$ cat src/rtl/multdiv_pkg.sv
// rtl/multdiv_pkg.sv - shared types and constants for the multicycle multiply/divide unit
package multdiv_pkg;

  localparam int MULTDIV_WIDTH = 32;
  localparam int MULTDIV_ITERS = 32;
  localparam int MULTDIV_CNT_W = 6;

  typedef enum logic [1:0] {
    ST_IDLE   = 2'd0,
    ST_MULT   = 2'd1,
    ST_DIV    = 2'd2,
    ST_FINISH = 2'd3
  } multdiv_state_e;

endpackage

$ cat src/rtl/multdiv_div_step.sv
// rtl/multdiv_div_step.sv - one combinational restoring-division step on magnitudes
module multdiv_div_step
  import multdiv_pkg::*;
#(
  parameter int W = MULTDIV_WIDTH
) (
  input  logic [W-1:0] rem_i,
  input  logic [W-1:0] divisor_i,
  input  logic         bit_i,
  output logic [W-1:0] rem_o,
  output logic         q_o
);

  logic [W:0]   shifted;
  logic [W-1:0] reduced;

  // Partial remainder stays below the divisor, so the subtraction fits in W bits.
  assign shifted = {rem_i, bit_i};
  assign q_o     = (shifted >= {1'b0, divisor_i});
  assign reduced = shifted[W-1:0] - divisor_i;
  assign rem_o   = q_o ? reduced : shifted[W-1:0];

endmodule

$ cat src/rtl/mult_div_unit.sv
// rtl/mult_div_unit.sv - iterative signed Booth multiply / restoring divide; MULTDIV_DIVZERO_EN adds early div-by-zero exit
module mult_div_unit
  import multdiv_pkg::*;
#(
  parameter int WIDTH = MULTDIV_WIDTH
) (
  input  logic             clk,
  input  logic             reset_in,
  input  logic             start_mult,
  input  logic             start_div,
  input  logic [WIDTH-1:0] a_in,
  input  logic [WIDTH-1:0] b_in,
  output logic             busy,
  output logic             done,
  output logic             div_zero,
  output logic [WIDTH-1:0] hi_out,
  output logic [WIDTH-1:0] lo_out
);

  multdiv_state_e           state_q, state_d;
  logic [MULTDIV_CNT_W-1:0] cnt_q, cnt_d;
  logic [WIDTH:0]           acc_q, acc_d;
  logic [WIDTH-1:0]         quo_q, quo_d;
  logic                     qm1_q, qm1_d;
  logic [WIDTH-1:0]         opnd_q, opnd_d;
  logic                     neg_quo_q, neg_quo_d;
  logic                     neg_rem_q, neg_rem_d;
  logic                     is_div_q, is_div_d;
  logic [WIDTH-1:0]         hi_q, hi_d;
  logic [WIDTH-1:0]         lo_q, lo_d;
  logic                     busy_q, busy_d;
  logic                     done_q, done_d;

  logic [WIDTH:0]           booth_sum;
  logic [WIDTH:0]           mcand_ext;
  logic [WIDTH-1:0]         a_mag, b_mag;
  logic [WIDTH-1:0]         step_rem;
  logic                     step_q;
  logic                     write_en;
  logic                     last_iter;

`ifdef MULTDIV_DIVZERO_EN
  logic dz_q, dz_d;
  logic div_zero_q, div_zero_d;
`endif

  assign a_mag     = a_in[WIDTH-1] ? ({WIDTH{1'b0}} - a_in) : a_in;
  assign b_mag     = b_in[WIDTH-1] ? ({WIDTH{1'b0}} - b_in) : b_in;
  assign mcand_ext = {opnd_q[WIDTH-1], opnd_q};
  assign last_iter = (cnt_q == MULTDIV_CNT_W'(MULTDIV_ITERS - 1));

  // Divide shifts the dividend magnitude out of quo_q's MSB while quotient bits enter at the LSB.
  multdiv_div_step #(.W(WIDTH)) u_div_step (
    .rem_i     (acc_q[WIDTH-1:0]),
    .divisor_i (opnd_q),
    .bit_i     (quo_q[WIDTH-1]),
    .rem_o     (step_rem),
    .q_o       (step_q)
  );

`ifdef MULTDIV_DIVZERO_EN
  assign write_en = ~dz_q;
`else
  assign write_en = 1'b1;
`endif

  always_comb begin
    state_d   = state_q;
    cnt_d     = cnt_q;
    acc_d     = acc_q;
    quo_d     = quo_q;
    qm1_d     = qm1_q;
    opnd_d    = opnd_q;
    neg_quo_d = neg_quo_q;
    neg_rem_d = neg_rem_q;
    is_div_d  = is_div_q;
    hi_d      = hi_q;
    lo_d      = lo_q;
    booth_sum = acc_q;
`ifdef MULTDIV_DIVZERO_EN
    dz_d      = dz_q;
`endif

    unique case (state_q)
      ST_IDLE: begin
        if (start_mult) begin
          state_d  = ST_MULT;
          cnt_d    = '0;
          acc_d    = '0;
          quo_d    = b_in;
          qm1_d    = 1'b0;
          opnd_d   = a_in;
          is_div_d = 1'b0;
`ifdef MULTDIV_DIVZERO_EN
          dz_d     = 1'b0;
`endif
        end else if (start_div) begin
          state_d   = ST_DIV;
          cnt_d     = '0;
          acc_d     = '0;
          quo_d     = a_mag;
          qm1_d     = 1'b0;
          opnd_d    = b_mag;
          neg_quo_d = a_in[WIDTH-1] ^ b_in[WIDTH-1];
          neg_rem_d = a_in[WIDTH-1];
          is_div_d  = 1'b1;
`ifdef MULTDIV_DIVZERO_EN
          dz_d      = (b_in == '0);
          if (b_in == '0) state_d = ST_FINISH;
`endif
        end
      end

      ST_MULT: begin
        unique case ({quo_q[0], qm1_q})
          2'b01:   booth_sum = acc_q + mcand_ext;
          2'b10:   booth_sum = acc_q - mcand_ext;
          default: booth_sum = acc_q;
        endcase
        acc_d = {booth_sum[WIDTH], booth_sum[WIDTH:1]};
        quo_d = {booth_sum[0], quo_q[WIDTH-1:1]};
        qm1_d = quo_q[0];
        cnt_d = cnt_q + MULTDIV_CNT_W'(1);
        if (last_iter) state_d = ST_FINISH;
      end

      ST_DIV: begin
        acc_d = {1'b0, step_rem};
        quo_d = {quo_q[WIDTH-2:0], step_q};
        cnt_d = cnt_q + MULTDIV_CNT_W'(1);
        if (last_iter) state_d = ST_FINISH;
      end

      ST_FINISH: begin
        state_d = ST_IDLE;
        if (write_en) begin
          if (is_div_q) begin
            lo_d = neg_quo_q ? ({WIDTH{1'b0}} - quo_q) : quo_q;
            hi_d = neg_rem_q ? ({WIDTH{1'b0}} - acc_q[WIDTH-1:0]) : acc_q[WIDTH-1:0];
          end else begin
            hi_d = acc_q[WIDTH-1:0];
            lo_d = quo_q;
          end
        end
      end

      default: state_d = ST_IDLE;
    endcase
  end

  assign busy_d = (state_d != ST_IDLE);
  assign done_d = (state_q == ST_FINISH);
`ifdef MULTDIV_DIVZERO_EN
  assign div_zero_d = (state_q == ST_FINISH) && dz_q;
`endif

  always_ff @(posedge clk or negedge reset_in) begin
    if (!reset_in) begin
      state_q    <= ST_IDLE;
      cnt_q      <= '0;
      acc_q      <= '0;
      quo_q      <= '0;
      qm1_q      <= 1'b0;
      opnd_q     <= '0;
      neg_quo_q  <= 1'b0;
      neg_rem_q  <= 1'b0;
      is_div_q   <= 1'b0;
      hi_q       <= '0;
      lo_q       <= '0;
      busy_q     <= 1'b0;
      done_q     <= 1'b0;
`ifdef MULTDIV_DIVZERO_EN
      dz_q       <= 1'b0;
      div_zero_q <= 1'b0;
`endif
    end else begin
      state_q    <= state_d;
      cnt_q      <= cnt_d;
      acc_q      <= acc_d;
      quo_q      <= quo_d;
      qm1_q      <= qm1_d;
      opnd_q     <= opnd_d;
      neg_quo_q  <= neg_quo_d;
      neg_rem_q  <= neg_rem_d;
      is_div_q   <= is_div_d;
      hi_q       <= hi_d;
      lo_q       <= lo_d;
      busy_q     <= busy_d;
      done_q     <= done_d;
`ifdef MULTDIV_DIVZERO_EN
      dz_q       <= dz_d;
      div_zero_q <= div_zero_d;
`endif
    end
  end

  assign busy   = busy_q;
  assign done   = done_q;
  assign hi_out = hi_q;
  assign lo_out = lo_q;
`ifdef MULTDIV_DIVZERO_EN
  assign div_zero = div_zero_q;
`else
  assign div_zero = 1'b0;
`endif

endmodule

$ cat config.mk
export PLATFORM = sky130hd
export DESIGN_NAME = mult_div_unit
export DESIGN_NICKNAME = d
export VERILOG_FILES = /design/src/rtl/multdiv_pkg.sv /design/src/rtl/multdiv_div_step.sv /design/src/rtl/mult_div_unit.sv
export SDC_FILE = /design/constraint.sdc
export NUM_CORES = 1
export LEC_CHECK = 0
export CAP_MARGIN = 20
export CORE_AREA = 2 2 160 162
export CTS_CLUSTER_SIZE = 20
export DETAILED_ROUTE_END_ITERATION = 10
export DIE_AREA = 0 0 162 164
export PLACE_DENSITY = 0.82
export SYNTH_ARGS = -nofsm -noshare
export SYNTH_HDL_FRONTEND = slang
export SYNTH_SLANG_ARGS = --single-unit
$ cat constraint.sdc
create_clock -name clk -period 10.1 [get_ports clk]
set_input_delay 2.02 -clock clk [delete_from_list [all_inputs] [get_ports clk]]
set_output_delay 2.02 -clock clk [all_outputs]
set_load 0.1 [all_outputs]
==> reports/metrics.sh <==
RESULT_OF_THE_RUN='finished, final reports clean'
LAYOUT_COMMON_CELLS='sky130_fd_sc_hd__a21oi_1 (212), sky130_fd_sc_hd__nor2_1 (209), sky130_fd_sc_hd__o21ai_0 (179)'
LARGEST_CELLS_BY_AREA_AFTER_SYNTHESIS='sky130_fd_sc_hd__dfrtp_1 (30%), sky130_fd_sc_hd__a21oi_1 (7.2%), sky130_fd_sc_hd__ha_1 (6.4%), sky130_fd_sc_hd__xor2_1 (6.2%), sky130_fd_sc_hd__o21ai_0 (6.1%)'
WORST_R2R_ENDPOINT='acc_q[29]'
MAX_CAP_VIOLATIONS=0
FINISH.NET_COUNT=2070
GRT_SETUP_UNREPAIRED='false'
GRT_START_MAX_NET_PINS=123
PLACE_AREA_UM2=16180
CELLS_ALONG_THE_CRITICAL_PATH='or3_1 > nor4_1 > buf_4 > and4_1 > a21o_1 > o21ai_0 > xnor2_1 > ha_1 > a21oi_1 > nand2_1 > o21ai_0 > a2bb2oi_1 > nand3_1 > a21o_1 > a21oi_1 > xor2_1 > o21ai_0 > a221o_1'
WORST_PATH_LARGEST_CELL_DELAY_NS=0.47
SYNTHESIS.INSTANCES=1869
WORST_REG2REG_PATH_LENGTH_IN_CELLS=18
SYNTH_LARGEST_AREA_CELL='sky130_fd_sc_hd__dfrtp_1'
DIE_AREA_UM2=26570
NUMBER_OF_WARNING_MESSAGES_IN_THE_YOSYS_LOG=0
FIRST_PASS_ITERS=8
WORST-SLEW-PIN-TRANSITION_NS=0.9963
SETUP.WORST_PATH.START_CLASS='flop'
GRT_PASS1_WL_UM=74360
CTS-ROOT-BUF='sky130_fd_sc_hd__clkbuf_16'
POSTCTSSETUPREPAIRBUFS=0
HOLD-PATH-CELL-COUNT=1
IO_BUFFERS=133
COUNT_OF_FLIP_FLOPS_WITH_A_BUILT_IN_ENABLE_AFTER_SYNTHESIS=0
BOUNDARYPINS=135
WORSTSETUPENDPOINTTYPE='flop'
MULTIINPUTGATEAREA_UM2=9706
SYNTH_NETS=2014
HOLDCRITPATHCLASS='flop to flop'
FP.DIEH_UM=164
VIAS_PER_CELL=6.464
CLOCK_TREE_FROM_TRITONCTS='done'
ANTENNA_VIOLATING_NETS_POST_ROUTE=0
REGTOREGSTARTPOINT='opnd_q[2]'
MAXSLEWHEADROOM_PCT=33.37
ROUTE.FINAL.WIRE_LENGTH_UM=47650
CTSHOLDBUFFERS=0
WORST-ENDPOINT-REQUIRED_NS=10.43
CTS_HTREE_LEVELS=4
FINAL-SETUP-VIOL-COUNT=0
CRIT_FANOUT=6
SYNTH.FF_LATCH_COUNT=175
FLIP_FLOP_AND_LATCH_AREA_UM2=4379
GRT.TOTAL_USAGE_PCT=35.63
PATH_BUF_INV=1
DRT-WIRELENGTH-PER-CELL_UM=21.02
VIA_COUNT_OF_THE_FIRST_GLOBAL_ROUTING_PASS=13776
TIMING.CRITICAL_PATH.ARRIVAL_NS=5.08
N_ANTENNA_CELL=0
NUMCTSBUFFERS=17
DRT_FIRST_ITER_VIOLATIONS=1775
TIMING.CLOCK.SKEW_NS=0.01758
ROWS=58
LAYOUT-DRIVE-GT1-SHARE_PCT=4.388
POST-PLACE-WS_NS=5.022
POST_LAYOUT_INST_AREA_UM2=16810
SYNTH-SEQ-AREA-SHARE_PCT=29.74
SYNTH_TOP_AREA_SHARE_PCT=29.74
POSTSYNTH.ASYNCRESETSHARE_PCT=100.0
CPMAXSTAGEDELAYCELL='sky130_fd_sc_hd__dfrtp_1'
CLOCKBUFFERDEPTH=2
CLOCK.FMAX_MHz=210.2
GRT_ANTENNA_BEFORE_REPAIR=0
CLOCK-SINKS=175
GP_CONGESTION=1.006
HOLD_PATH_END='lo_out[25]'
MAPPEDNETLISTAREA_UM2=14730
FINALHOLDVIOLCOUNT=0
POST-ROUTE-UTIL_PCT=67.73
FINAL_SLEW_VIOLATIONS=0
DR_TOTAL_VIAS=14655
FIN_WS_NS=5.342
TIMING.FINAL.CRIT_PERIOD_NS=4.758
DPL.HPWL_UM=35700
FIN_SETUP_TNS_NS=0
CLOCK_INSERTION_DELAY_WORST_SKEW_NS=0.45
AREAGROWTHSYNTHTOFINISH_PCT=14.15
DRC=0
WORSTHOLDSTART='lo_out[25]'
FLOORPLAN.INITIALDENSITY_PCT=59.33
SETUP.REG_TO_REG.WORST_SLACK_NS=5.34
SYNTH_FF_TYPE='sky130_fd_sc_hd__dfrtp_1'
CLK_TRANSITION_REPORTED_PATHS_NS=0.08
CRITICAL_PATH_CLASS='flop to flop'
GLOBAL_ROUTE_OVERFLOW=0
LAYOUT.CELLS.MOST_COMMON='sky130_fd_sc_hd__a21oi_1'
DIE_WIDTH_UM=162
LAYOUT_WORST_PATH_CYCLE_SHARE_PCT=47.11
NFILLCELLS=2102
CRIT_TOP_CELL='sky130_fd_sc_hd__o21ai_0'
POST_SYNTH.CELL_AREA_AVG_UM2=7.879
CRITPATHTOPFAMILY='compound AO/OA/AOI/OAI gates'
POST_CTS_RESIZE_COUNT=0
PLACEABLECOREAREA_UM2=24820
NUMBER_OF_DISTINCT_STANDARD_CELLS_REFERENCED_BY_THE_SYNTHESIZED_NETLIST=74
## per-stage QoR
step / instances / hold WS, ns
2_1_floorplan: 1869 / 0.4642
3_3_place_gp: 2234 / 0.4839
3_5_place_dp: 2234 / 0.4993
4_1_cts: 2265 / 0.5164
5_1_grt: 2267 / 0.5355
6_report: 2267 / 0.5111
## worst max-delay path by stage
stage / startpoint / endpoint / depth (start not counted)
final: opnd_q[2] / acc_q[29] / 18
after global routing: opnd_q[2] / acc_q[29] / 18
after CTS: opnd_q[2] / acc_q[29] / 18
after detailed placement: a_in[4] / quo_q[20] / 10
after global placement: a_in[4] / quo_q[30] / 11
after floorplan: opnd_q[2] / acc_q[30] / 16
## Yosys cell counts, types with 5 or more instances
cell type	number
sky130_fd_sc_hd__a211oi_1	10
sky130_fd_sc_hd__a21o_1	22
sky130_fd_sc_hd__a21oi_1	212
sky130_fd_sc_hd__a221oi_1	32
sky130_fd_sc_hd__a222oi_1	7
sky130_fd_sc_hd__a22oi_1	19
sky130_fd_sc_hd__a31o_2	5
sky130_fd_sc_hd__a31oi_1	15
sky130_fd_sc_hd__a41oi_1	5
sky130_fd_sc_hd__and2_1	12
sky130_fd_sc_hd__and3_1	40
sky130_fd_sc_hd__buf_1	10
sky130_fd_sc_hd__buf_2	5
sky130_fd_sc_hd__clkbuf_1	95
sky130_fd_sc_hd__dfrtp_1	175
sky130_fd_sc_hd__ha_1	75
sky130_fd_sc_hd__inv_1	67
sky130_fd_sc_hd__mux2_2	11
sky130_fd_sc_hd__mux2i_1	25
sky130_fd_sc_hd__nand2_1	155
sky130_fd_sc_hd__nand2b_1	13
sky130_fd_sc_hd__nand3_1	28
sky130_fd_sc_hd__nand4_1	11
sky130_fd_sc_hd__nor2_1	209
sky130_fd_sc_hd__nor2b_1	16
sky130_fd_sc_hd__nor3_1	31
sky130_fd_sc_hd__nor4_1	17
sky130_fd_sc_hd__o211ai_1	12
sky130_fd_sc_hd__o21a_1	8
sky130_fd_sc_hd__o21ai_0	179
sky130_fd_sc_hd__o21ai_1	5
sky130_fd_sc_hd__o21bai_1	9
sky130_fd_sc_hd__o31ai_1	26
sky130_fd_sc_hd__o41ai_1	13
sky130_fd_sc_hd__or3_1	12
sky130_fd_sc_hd__or4_1	11
sky130_fd_sc_hd__xnor2_1	100
sky130_fd_sc_hd__xor2_1	104
## area by class of cell
class | instances | share of cell area, %
Sequential cell | 175 | 26.05
Timing Repair Buffer | 148 | 8.821
Inverter | 67 | 1.496
Clock buffer | 17 | 2.531
Tap cell | 330 | 2.456
Clock inverter | 14 | 0.9007
Multi-Input combinational cell | 1516 | 57.74
## sequential cells by signal, summed over array words and instances (netlist names), 2 cells and up
name     cells
acc_q       33
hi_out      32
quo_q       32
opnd_q      32
cnt_q        6
lo_out      32
state_q      2
## cell families after synthesis
kind of cell	synth area share, %
AOI/OAI and AO/OA	25.94
xor gates and xnor gates	12.13
adders and majority gates	6.645
buffers and inverters	4.605
DFF	29.74
muxes	2.541
other	0.02547
and+or+nand+nor	18.37
## routing by layer
layer	part of all wire, %	global-route usage (%)	vias up	routed length (µm)
met3	6.8	4.520	180	3227
met2	47	60.15	729	22400
met5	0	0	-	0
met1	39	43.60	6911	18590
li1	-	-	6835	-
met4	7.2	21.80	0	3431
Power is left out: the tool's default activity adds up to more than one toggle a clock period on the data nets, which glitch-free logic cannot reach.
